### src/rtl/uart_tx_frame.sv
// rtl/uart_tx_frame.sv - UART frame serializer: start, LSB-first data, optional parity, stop
// One i_clk cycle per bit; all line-facing outputs are computed from next state and registered.
module uart_tx_frame #(
  parameter int DATA_WIDTH = 8
) (
  input  logic                  i_clk,
  input  logic                  i_rst,
  input  logic [DATA_WIDTH-1:0] i_data,
  input  logic                  i_data_valid,
  input  logic                  i_par_en,
  input  logic                  i_par_typ,
  output logic                  o_tx,
  output logic                  o_busy,
  output logic                  o_frame_done
);

  localparam int CW = $clog2(DATA_WIDTH);
  localparam logic [CW-1:0] LAST_BIT = CW'(DATA_WIDTH - 1);

  typedef enum logic [2:0] {
    IDLE   = 3'd0,
    START  = 3'd1,
    DATA   = 3'd2,
    PARITY = 3'd3,
    STOP   = 3'd4
  } state_t;

  state_t                state;
  state_t                state_n;
  logic [CW-1:0]         cnt;
  logic [CW-1:0]         cnt_n;
  logic [DATA_WIDTH-1:0] data_q;
  logic                  par_en_q;
  logic                  par_typ_q;
  logic                  load;
  logic                  tx_n;
  logic                  busy_n;
  logic                  done_n;
  logic [DATA_WIDTH-1:0] shifted;

  always_ff @(posedge i_clk) begin
    if (i_rst) begin
      state        <= IDLE;
      cnt          <= '0;
      data_q       <= '0;
      par_en_q     <= 1'b0;
      par_typ_q    <= 1'b0;
      o_tx         <= 1'b1;
      o_busy       <= 1'b0;
      o_frame_done <= 1'b0;
    end else begin
      state        <= state_n;
      cnt          <= cnt_n;
      o_tx         <= tx_n;
      o_busy       <= busy_n;
      o_frame_done <= done_n;
      if (load) begin
        data_q    <= i_data;
        par_en_q  <= i_par_en;
        par_typ_q <= i_par_typ;
      end
    end
  end

  always_comb begin
    state_n = state;
    cnt_n   = cnt;
    load    = 1'b0;
    case (state)
      IDLE: begin
        if (i_data_valid) begin
          load    = 1'b1;
          state_n = START;
        end
      end
      START: begin
        cnt_n   = '0;
        state_n = DATA;
      end
      DATA: begin
        if (cnt == LAST_BIT) begin
          cnt_n   = '0;
          state_n = par_en_q ? PARITY : STOP;
        end else begin
          cnt_n = cnt + 1'b1;
        end
      end
      PARITY: state_n = STOP;
      STOP:   state_n = IDLE;
      default: begin
        state_n = IDLE;
        cnt_n   = '0;
      end
    endcase

    // Outputs reflect the state being entered so they come straight off flops.
    shifted = data_q >> cnt_n;
    tx_n    = 1'b1;
    busy_n  = 1'b1;
    done_n  = 1'b0;
    case (state_n)
      IDLE:    busy_n = 1'b0;
      START:   tx_n   = 1'b0;
      DATA:    tx_n   = shifted[0];
      PARITY:  tx_n   = (^data_q) ^ par_typ_q;
      STOP:    done_n = 1'b1;
      default: busy_n = 1'b0;
    endcase
  end

endmodule

### config.mk
export PLATFORM = sky130hd
export DESIGN_NAME = uart_tx_frame
export DESIGN_NICKNAME = d
export VERILOG_FILES = /design/src/rtl/uart_tx_frame.sv
export SDC_FILE = /design/constraint.sdc
export NUM_CORES = 1
export LEC_CHECK = 0
export ABC_CLOCK_PERIOD_IN_PS = 4100
export CAP_MARGIN = 10
export CORE_MARGIN = 5
export CORE_UTILIZATION = 40
export CTS_BUF_LIST = sky130_fd_sc_hd__clkbuf_8
export DETAILED_ROUTE_END_ITERATION = 12
export GPL_TIMING_DRIVEN = 0
export SYNTH_ARGS = -nofsm -noshare
export SYNTH_HDL_FRONTEND = slang
export SYNTH_SLANG_ARGS = --single-unit
### constraint.sdc
create_clock -name i_clk -period 4.1 [get_ports i_clk]
set_input_delay 0.41 -clock i_clk [delete_from_list [all_inputs] [get_ports i_clk]]
set_output_delay 0.41 -clock i_clk [all_outputs]
set_load 0.1 [all_outputs]
### After elaboration in Yosys (flattened, before gate mapping)

Index checks and enable logic that the tools add are counted.
W data, S select, Z words.

* add/sub/neg operators: 1
* eq/ne operators: 9
* shift operators: 1
* multiplexer cells: 11
* bitwise operators: 1
* reduce and logical (&&, ||, !) cells: 4

Operators by type and width (number)
* $eq A3 B2 Y1 const B: 4
* $mux W3: 4
* $pmux W3 S4: 1
* $eq A3 B3 Y1 const B: 3
* $reduce_xor A8 Y1: 1
* $shr A8 B3 Y1: 1
* $eq A3 B1 Y1 const B: 2
* $pmux W3 S2: 1
* $mux W1: 4
* $reduce_or A4 Y1: 1
* $add A3 B1 Y3 const B: 1
* $logic_not A3 Y1: 1
* $pmux W1 S3: 1
* $reduce_or A3 Y1: 1
* $xor A1 B1 Y1: 1

* bits in registers: 19
* bits of input ports: 13
* output and inout port bits: 3
* logic and storage cells: 35

### Depth between registers and ports, before layout

Gate-level depths: netlist (run 1).

* depth in word-level cells: 6
* mapped depth: 7
* depth with buffers taken out: 7

### Worst setup path before layout (run 1)

Ideal clock, no wire load.

* path type: register to register
* start point: register cnt[0]
* end point: register o_tx
* library setup time: 120 ps
* arrival: 2031 ps
* required time: 3980 ps
* path slack: 1949 ps
* cell stages (with the launch flop): 8
* buffers on the path: 0
* clock period less this slack: 2151 ps
* cell sequence: dfxtp_1 > ha_1 > ha_1 > or4b_4 > o211ai_4 > mux2i_1 > o32ai_2 > a211o_1

* longest elaborated chain between the ends: 5
* elaborated cells on any way between the ends: 11
* those cells by class: add/sub (1); eq/ne (4); shift (1); mux (5)

RTL lines
* start: declaration: RTL line 30 `logic [CW-1:0] cnt;`
* start signal: assignment: RTL line 53 `cnt <= cnt_n;`
* $add A3 B1 Y3 or $eq A3 B3 Y1 (tied branches): RTL line 85, 81
* $mux W3: RTL line 81 `if (cnt == LAST_BIT) begin`
* $pmux W3 S2 or $pmux W3 S4 (tied branches): RTL line 69 `case (state)`
* $shr A8 B3 Y1, or another cell as far along: RTL line 97 `shifted = data_q >> cnt_n;`
* $pmux W1 S3 (*): RTL line 101 `case (state_n)`
* end signal: assignment: RTL line 54 `o_tx <= tx_n;`
* end: declaration: RTL line 12 `output logic o_tx,`

Every way passes the cells marked *; elsewhere a longest branch is shown, timed or not.
A chain may end at the register's enable or synchronous reset.

### Final worst setup path (run 1)

Ends and elaborated chain as after synthesis.

==> impl_results.md, run 1 <==
* Status: completed
* Area growth, synth to finish at 22.9%
* DP Wirelength at 1550 µm
* Yosys reg bits at 19
* Post-CTS setup buffer count at 0
* Peak VDD IR at 0.000213 V
* Critical path's slowest cell: or4b_4
* Tot GR Track Use at 13.2%
* CTS clk-pin slew, worst paths at 0.07 ns
* Final ANT Viol Nets at 0
* Worst slew margin at 35.2%
* DRT Pass-1 Iters at 4
* TNS Setup at 0 ns
* Cells after Synth at 112
* Largest net degree at the start of global routing at 11
* Achievable Freq at 429 MHz
* Final hold viol count at 0
* Fin nets at 146
* Fin cells at 158
* Total number of vias at 825
* Die footprint at 3490 µm²
* Top-count cell post-synth: nand2_1
* Final Max Tran Viols at 0
* Syn Nets at 127
* Power per cell area at 364 nW/µm²
* Crit path launch type: register
* Clock Path Buffers at 2
* CTS tree: yes
* Dpl cells at 154
* Worst-Skew Late Latency at 0.25 ns
* Ys async rst share at 0%
* Slew @ Worst Pin at 0.969 ns
* Core area at 2250 µm²
* Die W at 59.0 µm
* Area leader, netlist: dfxtp_1
* Sequential share of the synthesized area at 39.5%
* Cts hold-fix bufs at 0
* Drt wl/cell at 12.5 µm
* Final total power at 431 µW
* Worst r2r path cells at 7
* Initial Util at 42.7%
* Hold WC Path Type: register to register
* Ys Warns at 0
* Resized cells post-CTS at 0
* PortBufs at 14
* Worst Setup EP: o_tx$_SDFF_PP1_
* Post-synth top area share at 39.5%
* CP dominant cell by count: ha_1
* CP Depth at 7
* Reg2reg setup slack at 1.77 ns
* Avg Inst Size Synth at 8.59 µm²
* Via density at 5.22
* Synth cell types at 33
* Family with the most delay on the worst path: compound AO/OA/AOI/OAI gates
* CP Class: register to register
* Remaining DRCs at 0
* Post-synth top flop: dfxtp_1
* Crit end category: register
* Endpoints failing setup at 0
* Ant. Diodes at 0
* Post-synth EDFFs at 0
* Initial DRC Count at 21
* Top cells by area, synth: dfxtp_1, nand2_1, a21oi_1, xnor2_1, a211oi_1
* Num CTS Buffers at 3
* Die Y at 59.0 µm
* Initial antenna violation count at 0
* Worst Hold Depth at 2
* Post-synth top cells: nand2_1, dfxtp_1, a21oi_1, nor2_1, xnor2_1
* Clock root buffer: clkbuf_8
* Share of cells above drive strength 1 at 6.92%
* MaxCap Viol Count at 0
* Final WL at 1980 µm
* Gr ovfl total at 0
* Arr. time, crit path at 2.47 ns
* Global-route wire length before repair at 3510 µm
* Routability cong. at 0.729
* Worst R2R End: o_tx$_SDFF_PP1_
* Max FO, Critical Path at 5
* Critical Path Source: cnt[0]$_SDFF_PP0_
* RSZ-0062 raised after global routing: no
* WP data required at 4.24 ns
* CP Buf/Inv Count at 0
* Clock Skew at 0.00698 ns
* Row count at 17
* Lkg Pwr at 0.427 nW
* Period Utilization, post-route at 56.8%
* H-tree Lvls at 1
* Mapped cell area at 962 µm²
* FF-to-FF Start: cnt[0]$_SDFF_PP0_
* Utilization after layout at 52.4%
* CP Cell Sequence: ha_1, ha_1, or4b_4, o211ai_4, mux2i_1, o32ai_2, a211o_1
* Max stage delay on crit path at 0.54 ns
* Clock sinks at 19
* Fin crit period at 2.33 ns
* Ports at 16
* Number of global-route vias before repair at 815
[tightest hold or removal path, stage by stage, from the launching register on]
cell and delay (ns):
dfxtp_1 0.33, nand2_1 0.05, a21oi_1 0.05
[layer usage]
| metal | vias to the layer above | track usage (%) | wire length [µm] |
|---|---|---|---|
| li1 | 428 | - | - |
| met1 | 384 | 15.9 | 925 |
| met2 | 11 | 22.6 | 999 |
| met3 | 2 | 2.61 | 43 |
| met4 | 0 | 6.15 | 12 |
| met5 | - | 0 | 0 |
[layout make-up]
| type | instances | area, µm² |
|---|---|---|
| Fill cell | 231 | 1070 |
| Multi-Input combinational cell | 85 | 551 |
| Sequential cell | 19 | 380 |
| Timing Repair Buffer | 14 | 140 |
| Clock buffer | 3 | 41.3 |
| Tap cell | 28 | 35.0 |
| Buffer | 6 | 23.8 |
| Inverter | 2 | 7.51 |
| Clock inverter | 1 | 3.75 |
[kinds of logic after synthesis]
group	Yosys count	share of synthesized area [%]
simple gates	48	25.6
xor+xnor	7	7.80
mux	2	2.08
flops	19	39.5
buf+inv	8	3.25
fa+ha+maj	2	2.60
compound gates	26	19.1
[how the worst min path moves through the flow]
| stage | from | end |
|---|---|---|
| floorplan | par_en_q$_SDFFE_PP0P_ | par_en_q$_SDFFE_PP0P_ |
| global placement | par_typ_q$_SDFFE_PP0P_ | par_typ_q$_SDFFE_PP0P_ |
| detailed placement | par_en_q$_SDFFE_PP0P_ | par_en_q$_SDFFE_PP0P_ |
| CTS | par_en_q$_SDFFE_PP0P_ | par_en_q$_SDFFE_PP0P_ |
| global route | data_q[7]$_SDFFE_PP0P_ | data_q[7]$_SDFFE_PP0P_ |
| finish | par_en_q$_SDFFE_PP0P_ | par_en_q$_SDFFE_PP0P_ |
[where the power goes]
part | internal (mW) | leakage [nW] | total (mW) | switching [mW]
clock network | 0.0665 | 0.0269 | 0.125 | 0.0583
registers | 0.196 | 0.156 | 0.205 | 0.00873
logic | 0.0462 | 0.245 | 0.101 | 0.0549
total | 0.309 | 0.427 | 0.431 | 0.122
[state kept, by name (all words and copies together) (netlist names)]
| name | flops |
|---|---|
| cnt | 3 |
| data_q | 8 |
| o_busy | 1 |
| o_frame_done | 1 |
| o_tx | 1 |
| par_en_q | 1 |
| par_typ_q | 1 |
| state | 3 |
[per-stage QoR]
step / hold WS, ns / setup slack, ns / cell area, µm²
global placement: 0.463 / 1.80 / 1140
global route: 0.513 / 1.64 / 1180
floorplan: 0.445 / 1.95 / 962
finish: 0.474 / 1.77 / 1180
CTS: 0.479 / 1.77 / 1180
detailed placement: 0.468 / 1.78 / 1140
[cells in the final DEF, fill, tap and decap left out]
master           instances
nand4b_1                 1
nand2b_1                 4
o211ai_4                 1
inv_2                    1
nand4_1                  1
xnor2_1                  6
dfxtp_1                 19
a2bb2oi_1                1
nand3_1                  1
inv_1                    2
ha_1                     2
nand2_1                 23
nand3b_1                 1
buf_2                    1
nor2b_1                  3
or4b_1                   1
a211o_1                  1
o211ai_1                 1
or2_1                    1
a22oi_1                  1
clkdlybuf4s50_1         14
clkbuf_1                 5
clkbuf_8                 3
nor2_1                   6
o32ai_2                  1
a21oi_1                 15
a221oi_1                 1
or4b_4                   1
or4bb_1                  1
nor3_1                   2
xnor3_1                  1
or3b_2                   1
or3_1                    1
mux2i_1                  2
a211oi_1                 4
(Power assumes the default switching activity.)
==> run 2: changes to the inputs <==
- ABC_CLOCK_PERIOD_IN_PS: 4100 -> 1900
- PLACE_DENSITY: unset -> 0.65
- clock period: 4.1 -> 1.9 ns (I/O delays scaled with it)
==> run 2 against run 1 <==
The flow now finishes with violations (setup timing). Final cell count grew 1.3%. Register-to-register slack worse by 2.0 ns. Sequential share of layout area fell by 1.1 points. Setup slack lost 2.0 ns. Sequential cell count is the same. Die area unchanged. Worst hold slack got worse by 0.16 ns. Non-clock buffer count up 2. Clock-buffer cell count stayed put. Fmax rose by 11%. Sequential power up 120%. Power rose by 120%.
==> impl_results.md, run 2 (synthesized netlist as in run 1, its figures left out) <==
* Status: finished, violations left
* Failing checks: setup timing
* Reg power frac at 47.2%
* Fin crit period at 2.10 ns
* DRT Pass-1 Iters at 4
* Crit path launch type: register
* Final worst slack at -0.196 ns
* Drt wl/cell at 12.2 µm
* Power per cell area at 756 nW/µm²
* Lkg Pwr at 0.472 nW
* Critical Path Source: cnt[0]$_SDFF_PP0_
* Arr. time, crit path at 2.24 ns
* Area growth, synth to finish at 28.9%
* Max FO, Critical Path at 5
* CP dominant cell by count: ha_4
* Initial DRC Count at 19
* CTS clk-pin slew, worst paths at 0.07 ns
* CP Depth at 7
* WP data required at 2.04 ns
* Clock root buffer: clkbuf_8
* Final ANT Viol Nets at 0
* FF-to-FF Start: cnt[0]$_SDFF_PP0_
* Flip-flop count of the largest register after layout at 8
* Met2 wire length at 1010 µm
* TNS Setup at -0.196 ns
* Final Max Tran Viols at 0
* Critical path's slowest cell: or4b_4
* H-tree Lvls at 1
* Share of cells above drive strength 1 at 12.9%
* Worst Setup EP: o_tx$_SDFF_PP1_
* CP Buf/Inv Count at 0
* Via density at 5.28
* Int Pwr at 673 µW
* Die Y at 59.0 µm
* Fin cells at 160
* Switch Pwr at 264 µW
* Clock power share at 28.9%
* Initial Util at 42.7%
* Largest net degree at the start of global routing at 11
* Largest register by flop count: data_q
* Slew @ Worst Pin at 0.969 ns
* Global-route wire length before repair at 3260 µm
* Total number of vias at 844
* Final WL at 1950 µm
* Achievable Freq at 477 MHz
* Combinational Power Share at 24.0%
* Most frequent cells in the layout: nand2_1, dfxtp_1, a21oi_1
* Number of global-route vias before repair at 754
* Max stage delay on crit path at 0.49 ns
* Hold_ws at 0.312 ns
* PortBufs at 14
* Family with the most delay on the worst path: compound AO/OA/AOI/OAI gates
* Gr ovfl total at 0
* Cts hold-fix bufs at 0
* Dpl cells at 154
* Clock Skew at 0.00315 ns
* CTS tree: yes
* MaxCap Viol Count at 0
* Worst slew margin at 35.3%
* Endpoints failing setup at 1
* Hold WC Path Type: input port to register
* Core area at 2250 µm²
* DP Wirelength at 1480 µm
* Row count at 17
* Clock Path Buffers at 2
* Die footprint at 3490 µm²
* Worst-Skew Late Latency at 0.25 ns
* CP Cell Sequence: ha_4, ha_4, or4b_4, o211ai_4, mux2i_2, o32ai_2, a211o_1
* Worst r2r path cells at 7
* Ant. Diodes at 0
* Die W at 59.0 µm
* Worst R2R End: o_tx$_SDFF_PP1_
* Initial antenna violation count at 0
* Most common cell after layout, fill and taps aside: nand2_1
* RSZ-0062 raised after global routing: yes
* Peak VDD IR at 0.000530 V
* M1 wire length at 834 µm
* Period Utilization, post-route at 110%
* Remaining DRCs at 0
* Fin nets at 148
* Final hold viol count at 0
* Regs by FF count: data_q: 8 flops, cnt: 3 flops, state: 3 flops
* Num CTS Buffers at 3
* Reg2reg setup slack at -0.20 ns
* Clock sinks at 19
* Routability cong. at 0.828
* Ports at 16
* Tot GR Track Use at 12.3%
* CP Class: register to register
* Crit end category: register
* Max layer used: met4
* DR WL met3 at 72 µm
* Switching Share at 28.2%
## run 2: stage by stage
stage	utilization (%)	setup slack (ns)	power (mW)	cell area, µm²
4_1_cts	54.4	-0.199	0.949	1230
6_report	55.0	-0.196	0.937	1240
3_3_place_gp	51.7	-0.293	0.668	1160
3_5_place_dp	51.7	-0.303	0.671	1160
5_1_grt	55.0	-0.286	0.985	1240
2_1_floorplan	-	-0.175	0.613	990
## run 2: power by group through the flow
stage	logic [mW]	clock network, mW	registers (mW)
after floorplan	0.131	0	0.482
after global placement	0.217	0	0.452
after detailed placement	0.219	0	0.452
after CTS	0.226	0.281	0.442
after global routing	0.243	0.297	0.445
final	0.225	0.271	0.442
## run 2: what timing repair did
item                                    in CTS  in global routing
pin swaps                                    3                  0
endpoints found under the hold margin        0                  0
endpoints found under the setup margin       1                 14
gates resized for setup                      1                  6
setup buffers                                2                  0
## run 2: worst min path at each step
stage          cells past startpoint                endpoint  slack, ns                    from
2_1_floorplan                      2   par_en_q$_SDFFE_PP0P_       0.33                i_par_en
3_3_place_gp                       2  par_typ_q$_SDFFE_PP0P_       0.46  par_typ_q$_SDFFE_PP0P_
3_5_place_dp                       2   par_en_q$_SDFFE_PP0P_       0.47   par_en_q$_SDFFE_PP0P_
4_1_cts                            2       cnt[0]$_SDFF_PP0_       0.29                   i_rst
5_1_grt                            2       cnt[0]$_SDFF_PP0_       0.33                   i_rst
6_report                           2  data_q[0]$_SDFFE_PP0P_       0.31                   i_rst
## run 2: final cells by class
cell class                 count  area [µm²]
fill                         233        1010
multi-input combinational     85         579
sequential                    19         385
timing repair buffer          16         163
clock buffer                   3        41.3
tap                           28        35.0
buffer                         6        25.0
inverter                       2        7.51
clock inverter                 1        3.75
## run 2: routing by layer
layer,up-vias,GRT usage (%)
met5,-,0
met4,0,5.83
met3,5,2.83
met2,14,21.8
met1,389,13.8
li1,436,-
## run 2: worst register-to-register path, cell delays in order (launching register included)
cell	delay, ns
dfxtp_4	0.35
ha_4	0.16
ha_4	0.17
or4b_4	0.49
o211ai_4	0.24
mux2i_2	0.25
o32ai_2	0.09
a211o_1	0.23
